`src/rtl/llc_cmd_sequencer.sv`:
```
// Command sequencer feeding the last-level cache: in-order FIFO, illegal-code filtering,
// address split into tag/index/byte, and clear/print control pulses.
module llc_cmd_sequencer #(
    parameter int DEPTH     = 8,
    parameter int ADDR_W    = 32,
    parameter int INDEX     = 14,
    parameter int BYTE      = 6,
    parameter int CLEAR_CYC = 4,
    localparam int TAG_W    = ADDR_W - INDEX - BYTE,
    localparam int CW       = $clog2(DEPTH)
) (
    input  logic              clk,
    input  logic              rst,
    input  logic              in_valid,
    output logic              in_ready,
    input  logic [3:0]        in_n,
    input  logic [ADDR_W-1:0] in_address,
    output logic              out_valid,
    input  logic              out_ready,
    output logic [3:0]        out_n,
    output logic [ADDR_W-1:0] out_address,
    output logic [TAG_W-1:0]  out_tag,
    output logic [INDEX-1:0]  out_index,
    output logic [BYTE-1:0]   out_byte,
    output logic              clear_pulse,
    output logic              print_pulse,
    output logic [15:0]       illegal_cnt,
    output logic [CW:0]       fifo_count
);

    typedef enum logic {RUN, CLEAR} state_t;

    state_t              state;
    logic [3:0]          clr_cnt;
    logic [CW-1:0]       wr_ptr;
    logic [CW-1:0]       rd_ptr;
    logic [ADDR_W+3:0]   mem [DEPTH];

    logic                accept;
    logic                legal;
    logic                push;
    logic                pop;
    logic                load;
    logic [3:0]          head_n;
    logic [ADDR_W-1:0]   head_addr;

    assign in_ready  = (fifo_count < (CW+1)'(DEPTH));
    assign accept    = in_valid & in_ready;
    assign legal     = (in_n <= 4'd6) || (in_n == 4'd8) || (in_n == 4'd9);
    assign push      = accept & legal;
    assign head_n    = mem[rd_ptr][ADDR_W+3:ADDR_W];
    assign head_addr = mem[rd_ptr][ADDR_W-1:0];

    // Any head pop (op, clear or print) waits until the output slot is free so order holds.
    assign pop  = (state == RUN) && (fifo_count != '0) && (!out_valid || out_ready);
    assign load = pop && (head_n <= 4'd6);

    assign out_tag   = out_address[ADDR_W-1:INDEX+BYTE];
    assign out_index = out_address[INDEX+BYTE-1:BYTE];
    assign out_byte  = out_address[BYTE-1:0];

    always_ff @(posedge clk) begin
        if (push) begin
            mem[wr_ptr] <= {in_n, in_address};
        end
    end

    always_ff @(posedge clk) begin
        if (rst) begin
            state       <= RUN;
            clr_cnt     <= '0;
            wr_ptr      <= '0;
            rd_ptr      <= '0;
            fifo_count  <= '0;
            out_valid   <= 1'b0;
            clear_pulse <= 1'b0;
            print_pulse <= 1'b0;
            illegal_cnt <= '0;
        end else begin
            clear_pulse <= 1'b0;
            print_pulse <= 1'b0;

            if (push) begin
                wr_ptr <= wr_ptr + 1'b1;
            end
            if (pop) begin
                rd_ptr <= rd_ptr + 1'b1;
            end
            if (push && !pop) begin
                fifo_count <= fifo_count + 1'b1;
            end else if (pop && !push) begin
                fifo_count <= fifo_count - 1'b1;
            end

            if (accept && !legal && (illegal_cnt != '1)) begin
                illegal_cnt <= illegal_cnt + 1'b1;
            end

            if (load) begin
                out_n       <= head_n;
                out_address <= head_addr;
                out_valid   <= 1'b1;
            end else if (out_ready) begin
                out_valid   <= 1'b0;
            end

            case (state)
                RUN: begin
                    if (pop && head_n == 4'd9) begin
                        print_pulse <= 1'b1;
                    end
                    if (pop && head_n == 4'd8) begin
                        clear_pulse <= 1'b1;
                        clr_cnt     <= 4'(CLEAR_CYC);
                        state       <= CLEAR;
                    end
                end
                CLEAR: begin
                    if (clr_cnt <= 4'd1) begin
                        state <= RUN;
                    end else begin
                        clr_cnt <= clr_cnt - 1'b1;
                    end
                end
                default: state <= RUN;
            endcase
        end
    end

endmodule

```
`config.mk`:
```
export PLATFORM = sky130hd
export DESIGN_NAME = llc_cmd_sequencer
export DESIGN_NICKNAME = d
export VERILOG_FILES = /design/src/rtl/llc_cmd_sequencer.sv
export SDC_FILE = /design/constraint.sdc
export NUM_CORES = 1
export LEC_CHECK = 0
export ABC_AREA = 1
export BUFFER_PORTS_ARGS = -buffer_cell sky130_fd_sc_hd__buf_2
export CAP_MARGIN = 0
export CORE_MARGIN = 10
export CORE_UTILIZATION = 60
export DETAILED_ROUTE_END_ITERATION = 12
export MAX_ROUTING_LAYER = met4
export PLACE_DENSITY = 0.8
export SLEW_MARGIN = 20
export SYNTH_ARGS = -nofsm -noshare
export SYNTH_HDL_FRONTEND = slang
export SYNTH_SLANG_ARGS = --single-unit
```
`constraint.sdc`:
```
create_clock -name clk -period 5.4 [get_ports clk]
set_clock_uncertainty 0.15 [all_clocks]
set_input_delay 1.08 -clock clk [delete_from_list [all_inputs] [get_ports clk]]
set_output_delay 1.08 -clock clk [all_outputs]
set_load 0.03 [all_outputs]
```
* Yosys cells after proc, flatten, opt, wreduce, memory -nomap -nowiden
Memories as Yosys holds them, arrays and structs flattened. A register that Yosys moved wholly into a read port is not among the register bits.
Index checks and enable logic that the tools add are counted.
** Word-level totals
- Flip-flop bits (word level) :: 70
- RAM bits :: 288
- Logic and storage cells :: 70
- Memories kept :: 1
** Memory list
- mem :: depth 8, bits a word 36, rd ports 1, clocked after Yosys merged registers in 1, wr ports 1, line 37 : logic [ADDR_W+3:0] mem [DEPTH];
** Cells by class
- Add/sub/neg operators :: 6
- Magnitude comparators :: 4
- Eq/ne operators :: 7
- Multiplexer cells :: 15
- Bitwise operators :: 4
- Reduce and logical (&&, ||, !) cells :: 22
** Operators with widths (number)
- 16-bit by 1-bit adder with 16-bit output, second input constant :: 1
- 4-bit == test, second input constant :: 4
- 4-bit two-way mux :: 4
- 16-bit != test, second input constant :: 1
- 1-bit logical AND :: 9
- 4-bit by 3-bit <= comparator with 1-bit output, second input constant :: 2
- 4-bit case mux with 2 select lines :: 1
- 4-bit by 1-bit subtractor with 4-bit output, second input constant :: 2
- 1-bit two-way mux :: 7
- 3-bit by 1-bit adder with 3-bit output, second input constant :: 2
- 3-bit two-way mux :: 2
- 4-bit by 1-bit adder with 4-bit output, second input constant :: 1
- 4-bit by 1-bit <= comparator with 1-bit output, second input constant :: 1
- 1-bit logical NOT :: 4
- 4-bit < comparator, second input constant :: 1
- 2-bit AND reduction :: 2
- 2-bit nonzero test :: 2
- 4-bit nonzero test :: 1
- 1-bit logical OR :: 3
- 1-bit AND :: 2
- 2-bit by 1-bit != test with 1-bit output, second input constant :: 1
- 2-bit != test, second input constant :: 1
- 1-bit inverter :: 2
- 1-bit case mux with 2 select lines :: 1
- 2-bit OR reduction :: 1

* Depth between registers and ports, before layout
Gate-level depths: netlist of the first run.
- Depth after elaboration :: 8
- Depth in mapped cells :: 16
- Gate-level depth less buffers :: 15

* Least setup slack after synthesis of the first run
No wires, ideal clock.
- Path type :: input port to flip-flop
- From :: input port in_n[1]
- To :: memory mem[0][0] in the netlist's numbering, enable pin
- Library setup time :: 429 ps
- Arrival :: 3219 ps
- Path slack :: 1602 ps
- Stages on the path :: 6
- Buffers on the path :: 0
- Cell sequence :: o21ai_0 -> and2_1 -> nand3_1 -> inv_1 -> nand2_1 -> nor2_1
** On the way
- Cells in the longest elaborated chain, start to end :: 6
- Elaborated cells on any way between the ends :: 8
- Classes of those cells :: order compare: 1; eq/ne: 2; mux: 2; bitwise: 1; reduce/logical: 2
** Ends and longest elaborated chain
- start, declared :: line 16 : input logic [3:0] in_n,
- 4-bit by 3-bit <= comparator with 1-bit output / 4-bit == test (equally long branches) :: line 49 : assign legal = (in_n <= 4'd6) || (in_n == 4'd8) || (in_n == 4'd9);
- 1-bit logical OR :: line 49
- 1-bit logical OR (*) :: line 49
- 1-bit AND (*) :: line 50 : assign push = accept & legal;
- via push :: line 41 : logic push;
- 1-bit two-way mux (*) :: line 63 : if (push) begin
- 1-bit two-way mux (not written as such) (*) :: line 64 : mem[wr_ptr] <= {in_n, in_address};
- end, declared :: line 37
Mark *: on every way through the listed nets, which the timed path passes. The rest lies on a longest branch.

==> results_dict.tcl, run 1 <==
set metrics [dict create \
    yosysUniqueCellTypes 39 \
    yosys.area_share.simple_pct 11.5 \
    clkTransAtPathRegs_ns 0.06 \
    num_vias 9142 \
    seq_area_frac_synth_pct 72.7 \
    clk_latency_ns 0.51 \
    cp_slowest_stage_delay_ns 0.82 \
    stdcell_count 1620 \
    syn_nets 1229 \
    slew_viol_final 0 \
    drtPass1Iterations 7 \
    cts_buffers 37 \
    fmax_mhz 301 \
    power_density_nw_per_um2 500 \
    core_area_um2 23500 \
    synthXorXnorAreaFrac_pct 0.304 \
    port_buffers 131 \
    drt_iter0_markers 972 \
    routed_wl_mm 30.6 \
    grt_pass1_vias 9201 \
    clock_tree.buffer_depth 3 \
    fin_setup_tns_ns 0 \
    dieHeight_um 175 \
    grtUsageMet3_pct 4.27 \
    die_x_um 175 \
    fin_util_pct 69.6 \
    setup_violations 0 \
    crit_family "buffers and inverters" \
    busiest_layer "met2" \
    grt_use_total_pct 20.1 \
    async_flop_share_pct 0 \
    worst_ep_required_time_ns 5.38 \
    synth_area_per_cell_um2 12.2 \
    slew_headroom_pct 26.1 \
    dp_hpwl_mm 18.5 \
    critPathBufInv 3 \
    cpMostUsedCell "nand3_1" \
    max_cap_viol_count 0 \
    postCtsSetupRepairBufs 0 \
    wl_per_cell_um 18.9 \
    worst-setup-path-type "reg2reg" \
    hold_buffers 0 \
    rsz0062_at_grt "false" \
    synth_top_family_by_area "simple AND/OR/NAND/NOR gates" \
    postRouteAntennaNets 0 \
    cts.sinks 361 \
    drcViolationCount 0 \
    antenna_found_initial 0 \
    synth_edf_count 324 \
    synthMuxAreaShare_pct 0 \
    grt_use_met1_pct 25.1 \
    synth_flop_cell "edfxtp_1" \
    drive_gt1_share_pct 17.7 \
    synth_area_um2 14400 \
    period_needed_ns 3.32 \
    yosys_warnings 0 \
    cts_resized 0 \
    path_max_fanout 73 \
    synth_compound_gate_area_share_pct 9.36 \
    met2_usage_pct 32.8 \
    dpl-instance-area_um2 15200 \
    finalCritPeriodShare_pct 61.6 \
    grt_pass1_wl_mm 48.1 \
    viasPerCell 5.64 \
    hold_viol 0 \
    h-tree-depth 2 \
    synth_fa_ha_area_share_pct 0.835 \
    dieArea_um2 30600 \
    cp-end-kind "register" \
    grt.overflow.total 0 \
    worstPathArrival_ns 3.31 \
    crit_slowest_cell "clkinv_2" \
    syn2layout_area_growth_pct 13.9 \
    num_rows 56 \
    place_inst 1551 \
    nets 1321 \
    startpoint_type "register" \
    crit_chain "clkinv_2 > nand3_1 > nand3_1 > nand2_1 > inv_1 > nand3_1 > nand4_1 > inv_2" \
    worst_pin_slew_ns 1.11 \
    cts_tree "done" \
    ys_ff_latch 361 \
    status "completed" \
    io_pins 132 \
    timing.final.ws_setup_ns 2.08 \
    root_buffer "clkbuf_16" \
    synthCells 1180 \
    final_cell_mix "324 x edfxtp_1, 255 x nor2_1, 144 x o21ai_0" \
    finalWeightedCongestion 0.864 \
    dp_slack_ns 1.76 \
    hold_class "reg2reg" \
    mostFrequentLayoutCell "edfxtp_1" \
    p_leak_nw 5.84 \
    vdd_drop_max_v 0.000360 \
    start_util_pct 61.1 \
    design_area_um2 16400 \
    grt_max_degree 124 \
]
## final timing paths
path | start | endpoint | slack (ns) | cells after the start
max | register | out_address[16] | 2.08 | 8
min | rd_ptr[2] | register | 0.29 | 1
max reg2reg | register | out_address[16] | 2.08 | 8
min reg2reg | rd_ptr[2] | register | 0.29 | 1
## power by group
group,total (mW),leakage [nW],internal [mW],switching [mW]
registers,3.45,3.23,3.33,0.114
logic,2.25,2.02,0.621,1.63
clock network,2.49,0.588,1.48,1.01
total,8.19,5.84,5.44,2.75
## cells in the mapped netlist, types with 19 or more instances
master / n / area share [%]
edfxtp_1: 324 / 68
nor2_1: 263 / 6.9
o21ai_0: 144 / 5.0
nand2_1: 78 / 2.0
inv_1: 57 / 1.5
dfxtp_1: 37 / 5.1
buf_4: 35 / 1.8
a31oi_1: 32 / 1.4
nand3_1: 32 / 1.1
o22ai_1: 32 / 1.4
clkbuf_1: 30 / 0.78
a21oi_1: 21 / 0.73
buf_2: 19 / 0.66
## state kept, by name, summed over array words and instances (netlist names), named ones only
signal	flops
mem	288
out_address	32
illegal_cnt	16
clr_cnt	4
fifo_count	4
out_n	4
rd_ptr	3
wr_ptr	3
clear_pulse	1
out_valid	1
print_pulse	1
state	1
## worst reg2reg max path, delay by kind of cell (launching register included)
family / cells / cell delay [ns]
AND/OR/NAND/NOR: 5 / 0.83
buffers and inverters: 3 / 1.61
flip-flops: 1 / 0.33
## area by class of cell
type                            instances  area, um2
Timing Repair Buffer                  143        867
Clock inverter                         16        155
Sequential cell                       361      10500
Clock buffer                           51       1030
Tap cell                              319        399
Inverter                               62        236
Multi-Input combinational cell        667       3220
Antenna cell                            1       2.50
Fill cell                            1615       7150
## per-layer routing
| metal | vias up | share of wire [%] |
|---|---|---|
| met1 | 4378 | 41 |
| met4 | 0 | 1.9 |
| met3 | 52 | 7.9 |
| met5 | - | 0 |
| met2 | 382 | 50 |
| li1 | 4330 | - |
## stage by stage
step | hold slack (ns) | power [mW]
detailed placement | 0.293 | 5.76
floorplan | 0.262 | 5.28
global route | 0.327 | 8.60
global placement | 0.279 | 5.69
finish | 0.291 | 8.19
CTS | 0.298 | 8.24
## logic make-up (layout without fill, tap and decap cells)
kind of cell | after synthesis | in the layout
other cells | 0 | 1
fa+ha+maj | 9 | 9
compound gates | 248 | 248
buf+inv | 152 | 272
simple gates | 405 | 405
xor+xnor | 5 | 5
flops | 361 | 361
Note: power is estimated with default switching activity, not from simulation.
==> run 2: changes to the inputs <==
--- a/config.mk
+++ b/config.mk
@@ -9,10 +9,10 @@
 export BUFFER_PORTS_ARGS = -buffer_cell sky130_fd_sc_hd__buf_2
 export CAP_MARGIN = 0
 export CORE_MARGIN = 10
-export CORE_UTILIZATION = 60
+export CORE_UTILIZATION = 59
 export DETAILED_ROUTE_END_ITERATION = 12
 export MAX_ROUTING_LAYER = met4
-export PLACE_DENSITY = 0.8
+export PLACE_DENSITY = 0.79
 export SLEW_MARGIN = 20
 export SYNTH_ARGS = -nofsm -noshare
 export SYNTH_HDL_FRONTEND = slang
==> constraint.sdc (replaced) <==
create_clock -name clk -period 3.1 [get_ports clk]
set_clock_uncertainty 0.15 [all_clocks]
set_input_delay 0.62 -clock clk [delete_from_list [all_inputs] [get_ports clk]]
set_output_delay 0.62 -clock clk [all_outputs]
set_load 0.03 [all_outputs]
==> run 2 against run 1 <==
Critical path depth grew 7. Via count shrank 0.72%. Die area grew 1.5%. Worst setup slack lost 1.5 ns. Utilization shrank 1.7 points. Global-route usage shrank 0.96 points. Maximum frequency grew 31%. Non-clock buffer count grew 15. Sequential power grew 74%. Sequential cell count is the same. Highest routed layer unchanged.
==> results_dict.tcl, run 2 (synthesized netlist as in run 1, its figures left out) <==
set metrics [dict create \
    slew_viol_final 0 \
    grt_pass1_wl_mm 46.3 \
    mostFrequentLayoutCell "edfxtp_1" \
    setup.worst_path.start "fifo_count[1]" \
    hold_buffers 0 \
    dp_slack_ns 0.0934 \
    power_mw 14.2 \
    critPathBufInv 2 \
    worst-setup-path-type "reg2reg" \
    hold_viol 0 \
    dp_hpwl_mm 17.4 \
    num_vias 9076 \
    worst_ep_required_time_ns 3.35 \
    drt_iter0_markers 633 \
    clock_tree.buffer_depth 3 \
    io_pins 132 \
    status "completed" \
    drive_gt1_share_pct 18.3 \
    routed_wl_mm 29.3 \
    viasPerCell 5.54 \
    startpoint_type "register" \
    max_cap_viol_count 0 \
    r2r_slack_ns 0.56 \
    postRouteAntennaNets 0 \
    crit_family "simple AND/OR/NAND/NOR gates" \
    wl_per_cell_um 17.9 \
    period_needed_ns 2.54 \
    power_density_nw_per_um2 864 \
    vdd_drop_max_v 0.000564 \
    slew_headroom_pct 51.3 \
    setup_violations 0 \
    cp-end-kind "register" \
    cts_buffers 36 \
    rsz0062_at_grt "false" \
    finalCritPeriodShare_pct 81.8 \
    reg2reg_depth 15 \
    grt_pass1_vias 9047 \
    drtPass1Iterations 4 \
    hold_class "in2reg" \
    h-tree-depth 2 \
    largest-register "mem" \
    p_leak_nw 5.86 \
    reg2reg_to "fifo_count[3]" \
    postCtsSetupRepairBufs 0 \
    crit_slowest_cell "dfxtp_1" \
    cp_slowest_stage_delay_ns 0.45 \
    cts_tree "done" \
    final_cell_mix "324 x edfxtp_1, 255 x nor2_1, 144 x o21ai_0" \
    clkTransAtPathRegs_ns 0.06 \
    nets 1335 \
    die_x_um 176 \
    start_util_pct 59.5 \
    cts.sinks 361 \
    hold_ws_ns 0.216 \
    largest_reg_flops 288 \
    crit_chain "nor2_1 > nand3_1 > and2_1 > inv_1 > ha_1 > inv_1 > ha_1 > nand2_1 > nand2_1 > a21oi_1 > nor2_1 > nor2_1 > nand2_1 > o21ai_0 > a21oi_1" \
    grt_use_total_pct 19.2 \
    port_buffers 131 \
    clk_latency_ns 0.51 \
    timing.final.ws_setup_ns 0.564 \
    grt.overflow.total 0 \
    path_depth 15 \
    drcViolationCount 0 \
    top_regs "mem: 288 flops, out_address: 32 flops, illegal_cnt: 16 flops" \
    num_rows 57 \
    fmax_mhz 394 \
    finalWeightedCongestion 0.878 \
    root_buffer "clkbuf_16" \
    dieArea_um2 31000 \
    cts_resized 0 \
    core_area_um2 24200 \
    syn2layout_area_growth_pct 14.1 \
    r2r-start "fifo_count[1]" \
    path_max_fanout 7 \
    grt_max_degree 77 \
    dieHeight_um 176 \
    antenna_found_initial 4 \
    worst_pin_slew_ns 0.730 \
    worstPathArrival_ns 2.79 \
    crit_end "fifo_count[3]" \
]
[run 2: changes by cell type in the layout (fill, tap and decap cells not counted), sizes merged]
cell      previous run  this run
buf                143       158
clkinv              13        11
diode                1         4
clkbuf              51        45
clkinvlp             0         1
inv                 62        63
[run 2: cell type report]
type / count / area [um2]
fillers: 1617 / 7760
diodes: 4 / 10.0
multi-input cells: 667 / 3220
inverters: 62 / 236
repair buffers: 158 / 921
clock inverters: 16 / 160
well taps: 324 / 405
clock buffers: 45 / 987
flip-flops and latches: 361 / 10500
[run 2: how the worst min path moves through the flow]
stage          slack [ns]  depth (start not counted)    endpoint            from
2_1_floorplan        0.26                          1    register       rd_ptr[2]
3_3_place_gp         0.27                          1   rd_ptr[2]       rd_ptr[2]
4_1_cts              0.21                          4   out_valid       out_ready
5_1_grt              0.21                          1  mem[6][18]  in_address[18]
3_5_place_dp         0.29                          1    register       rd_ptr[2]
6_report             0.22                          4   out_valid       out_ready
[run 2: metrics by stage]
stage / cell area, um2 / util (%) / instances / setup TNS (ns)
finish: 16400 / 67.9 / 1637 / 0
global route: 16400 / 67.9 / 1637 / 0
CTS: 16400 / 67.9 / 1633 / 0
detailed placement: 15300 / 63.1 / 1572 / 0
global placement: 15300 / 63.1 / 1572 / 0
floorplan: 14400 / - / 1180 / -34.24
[run 2: metal layers]
metal  wire length (um)  track usage (%)  part of all wire [%]
met2              14800             31.3                    50
met4                724             8.09                   2.5
met5                  0                -                     0
met3               2050             4.40                   7.0
met1              11800             22.6                    40
[run 2: power breakdown]
part           switching (mW)  internal [mW]
registers               0.209           5.80
clock network            1.70           2.50
logic                    2.85           1.11
[run 2: worst register-to-register path, cell delays in order (launching register included)]
cell	delay, ns
dfxtp_1	0.45
nor2_1	0.08
nand3_1	0.08
and2_1	0.25
inv_1	0.10
ha_1	0.23
inv_1	0.13
ha_1	0.25
nand2_1	0.08
nand2_1	0.05
a21oi_1	0.17
nor2_1	0.06
nor2_1	0.08
nand2_1	0.06
o21ai_0	0.14
a21oi_1	0.06
==> run 3: changes to the inputs <==
==> constraint.sdc (replaced) <==
create_clock -name clk -period 2.45 [get_ports clk]
set_clock_uncertainty 0.15 [all_clocks]
set_input_delay 0.49 -clock clk [delete_from_list [all_inputs] [get_ports clk]]
set_output_delay 0.49 -clock clk [all_outputs]
set_load 0.03 [all_outputs]
==> run 3 against run 2 <==
Register-to-register slack got worse by 0.36 ns. Worst setup slack worse by 0.36 ns. Wire length grew 5.1%. Clock-buffer cell count increased by 1. Die area unchanged. Critical path depth shrank 4. Critical path type unchanged. Sequential cell count stayed put.
==> results_dict.tcl, run 3 (synthesized netlist as in run 1, its figures left out) <==
set metrics [dict create \
    clock_tree.buffer_depth 3 \
    drtPass1Iterations 7 \
    worstPathArrival_ns 2.31 \
    postCtsSetupRepairBufs 0 \
    crit_chain "inv_4 > nand2_1 > nand2_1 > nand2_1 > o21ai_1 > nand2_1 > nand2_2 > nand3_1 > nand4_1 > inv_2 > buf_12" \
    antenna_found_initial 3 \
    hold_viol 0 \
    startpoint_type "register" \
    setup_violations 0 \
    wl_per_cell_um 18.6 \
    grt_pass1_wl_mm 49.1 \
    seq_area_um2 10500 \
    fillers 1664 \
    status "completed" \
    start_util_pct 59.5 \
    largest_reg_flops 288 \
    clkTransAtPathRegs_ns 0.06 \
    hold_buffers 0 \
    fmax_mhz 444 \
    worst_ep_required_time_ns 2.51 \
    top_regs "mem: 288 flops, out_address: 32 flops, illegal_cnt: 16 flops" \
    postRouteAntennaNets 0 \
    slew_viol_final 0 \
    period_needed_ns 2.25 \
    io_pins 132 \
    grt.overflow.total 0 \
    power_density_nw_per_um2 1100 \
    cp_slowest_stage_delay_ns 0.53 \
    path_max_fanout 28 \
    largest-register "mem" \
    slew_headroom_pct 52.1 \
    viasPerCell 5.59 \
    crit_slowest_cell "dfxtp_4" \
    cts_buffers 37 \
    num_vias 9260 \
    mostFrequentLayoutCell "edfxtp_1" \
    drcViolationCount 0 \
    drive_gt1_share_pct 19.6 \
    dieArea_um2 31000 \
    cpMostUsedCell "nand2_1" \
    cts.sinks 361 \
    dp_hpwl_mm 18.1 \
    final_cell_mix "324 x edfxtp_1, 255 x nor2_1, 144 x o21ai_0" \
    h-tree-depth 2 \
    root_buffer "clkbuf_16" \
    power_mw 18.3 \
    core_area_um2 24200 \
    p_leak_nw 5.98 \
    p_sw_share_pct 33.7 \
    drt_iter0_markers 982 \
    multiInputGateArea_um2 3230 \
    finalCritPeriodShare_pct 91.9 \
    clk_latency_ns 0.52 \
    die_x_um 176 \
    num_rows 57 \
    hold_class "in2reg" \
    finalWeightedCongestion 0.865 \
    p_seq_share_pct 41.8 \
    internal-power_mw 12.1 \
    fin_util_pct 68.9 \
    syn2layout_area_growth_pct 15.7 \
    dieHeight_um 176 \
    routed_wl_mm 30.8 \
    worst-setup-path-type "reg2reg" \
    p_sw_mw 6.15 \
    cts_tree "done" \
    worst_pin_slew_ns 0.719 \
    cp-end-kind "register" \
    grt_use_total_pct 20.3 \
    port_buffers 131 \
    grt_max_degree 85 \
    crit_family "simple AND/OR/NAND/NOR gates" \
    clkPwrFrac_pct 29.7 \
    nets 1353 \
    max_cap_viol_count 0 \
    combPwrFrac_pct 28.5 \
    cts_resized 0 \
    vdd_drop_max_v 0.000704 \
    grt_pass1_vias 9270 \
    critPathBufInv 3 \
    rsz0062_at_grt "false" \
]
-- run 3: cell type report --
| type | instances | area share (%) |
|---|---|---|
| clock inverter | 21 | 1.01 |
| timing repair buffer | 175 | 6.79 |
| multi-input combinational | 667 | 19.4 |
| inverter | 62 | 1.42 |
| clock buffer | 46 | 6.02 |
| tap | 324 | 2.43 |
| sequential | 361 | 62.9 |
| antenna | 2 | 0.0300 |
-- run 3: metrics by stage --
step	instances	area (um2)	hold slack, ns	TNS, ns	setup slack [ns]
floorplan	1180	14400	0.262	-29.97	-0.208
global placement	1589	15500	0.276	-0.116	-0.116
detailed placement	1589	15500	0.281	-0.203	-0.130
CTS	1656	16600	0.0686	0	0.122
global route	1658	16700	0.0762	0	0.0280
finish	1658	16700	0.0916	0	0.199
-- run 3: final timing paths --
check	slack [ns]	start	to	cells after the start
min reg2reg	0.29	rd_ptr[2]	register	1
max reg2reg	0.20	register	out_address[22]	11
min	0.09	in_address[20]	mem[2][20]	1
max	0.20	register	out_address[22]	11
-- run 3: power groups by stage --
stage | Clock [mW] | Sequential [mW] | Combinational (mW)
after floorplan | 0 | 8.15 | 3.49
after CTS | 5.50 | 7.63 | 5.21
after global placement | 0 | 7.73 | 5.03
final | 5.42 | 7.63 | 5.21
after global routing | 5.76 | 7.68 | 5.75
after detailed placement | 0 | 7.75 | 5.17
-- run 3: routing by layer --
layer,vias to the layer above,GRT usage (%),wire [um]
li1,4398,-,-
met1,4406,25.2,12400
met2,381,32.9,15400
met3,75,4.10,2310
met4,0,6.57,732
met5,-,-,0
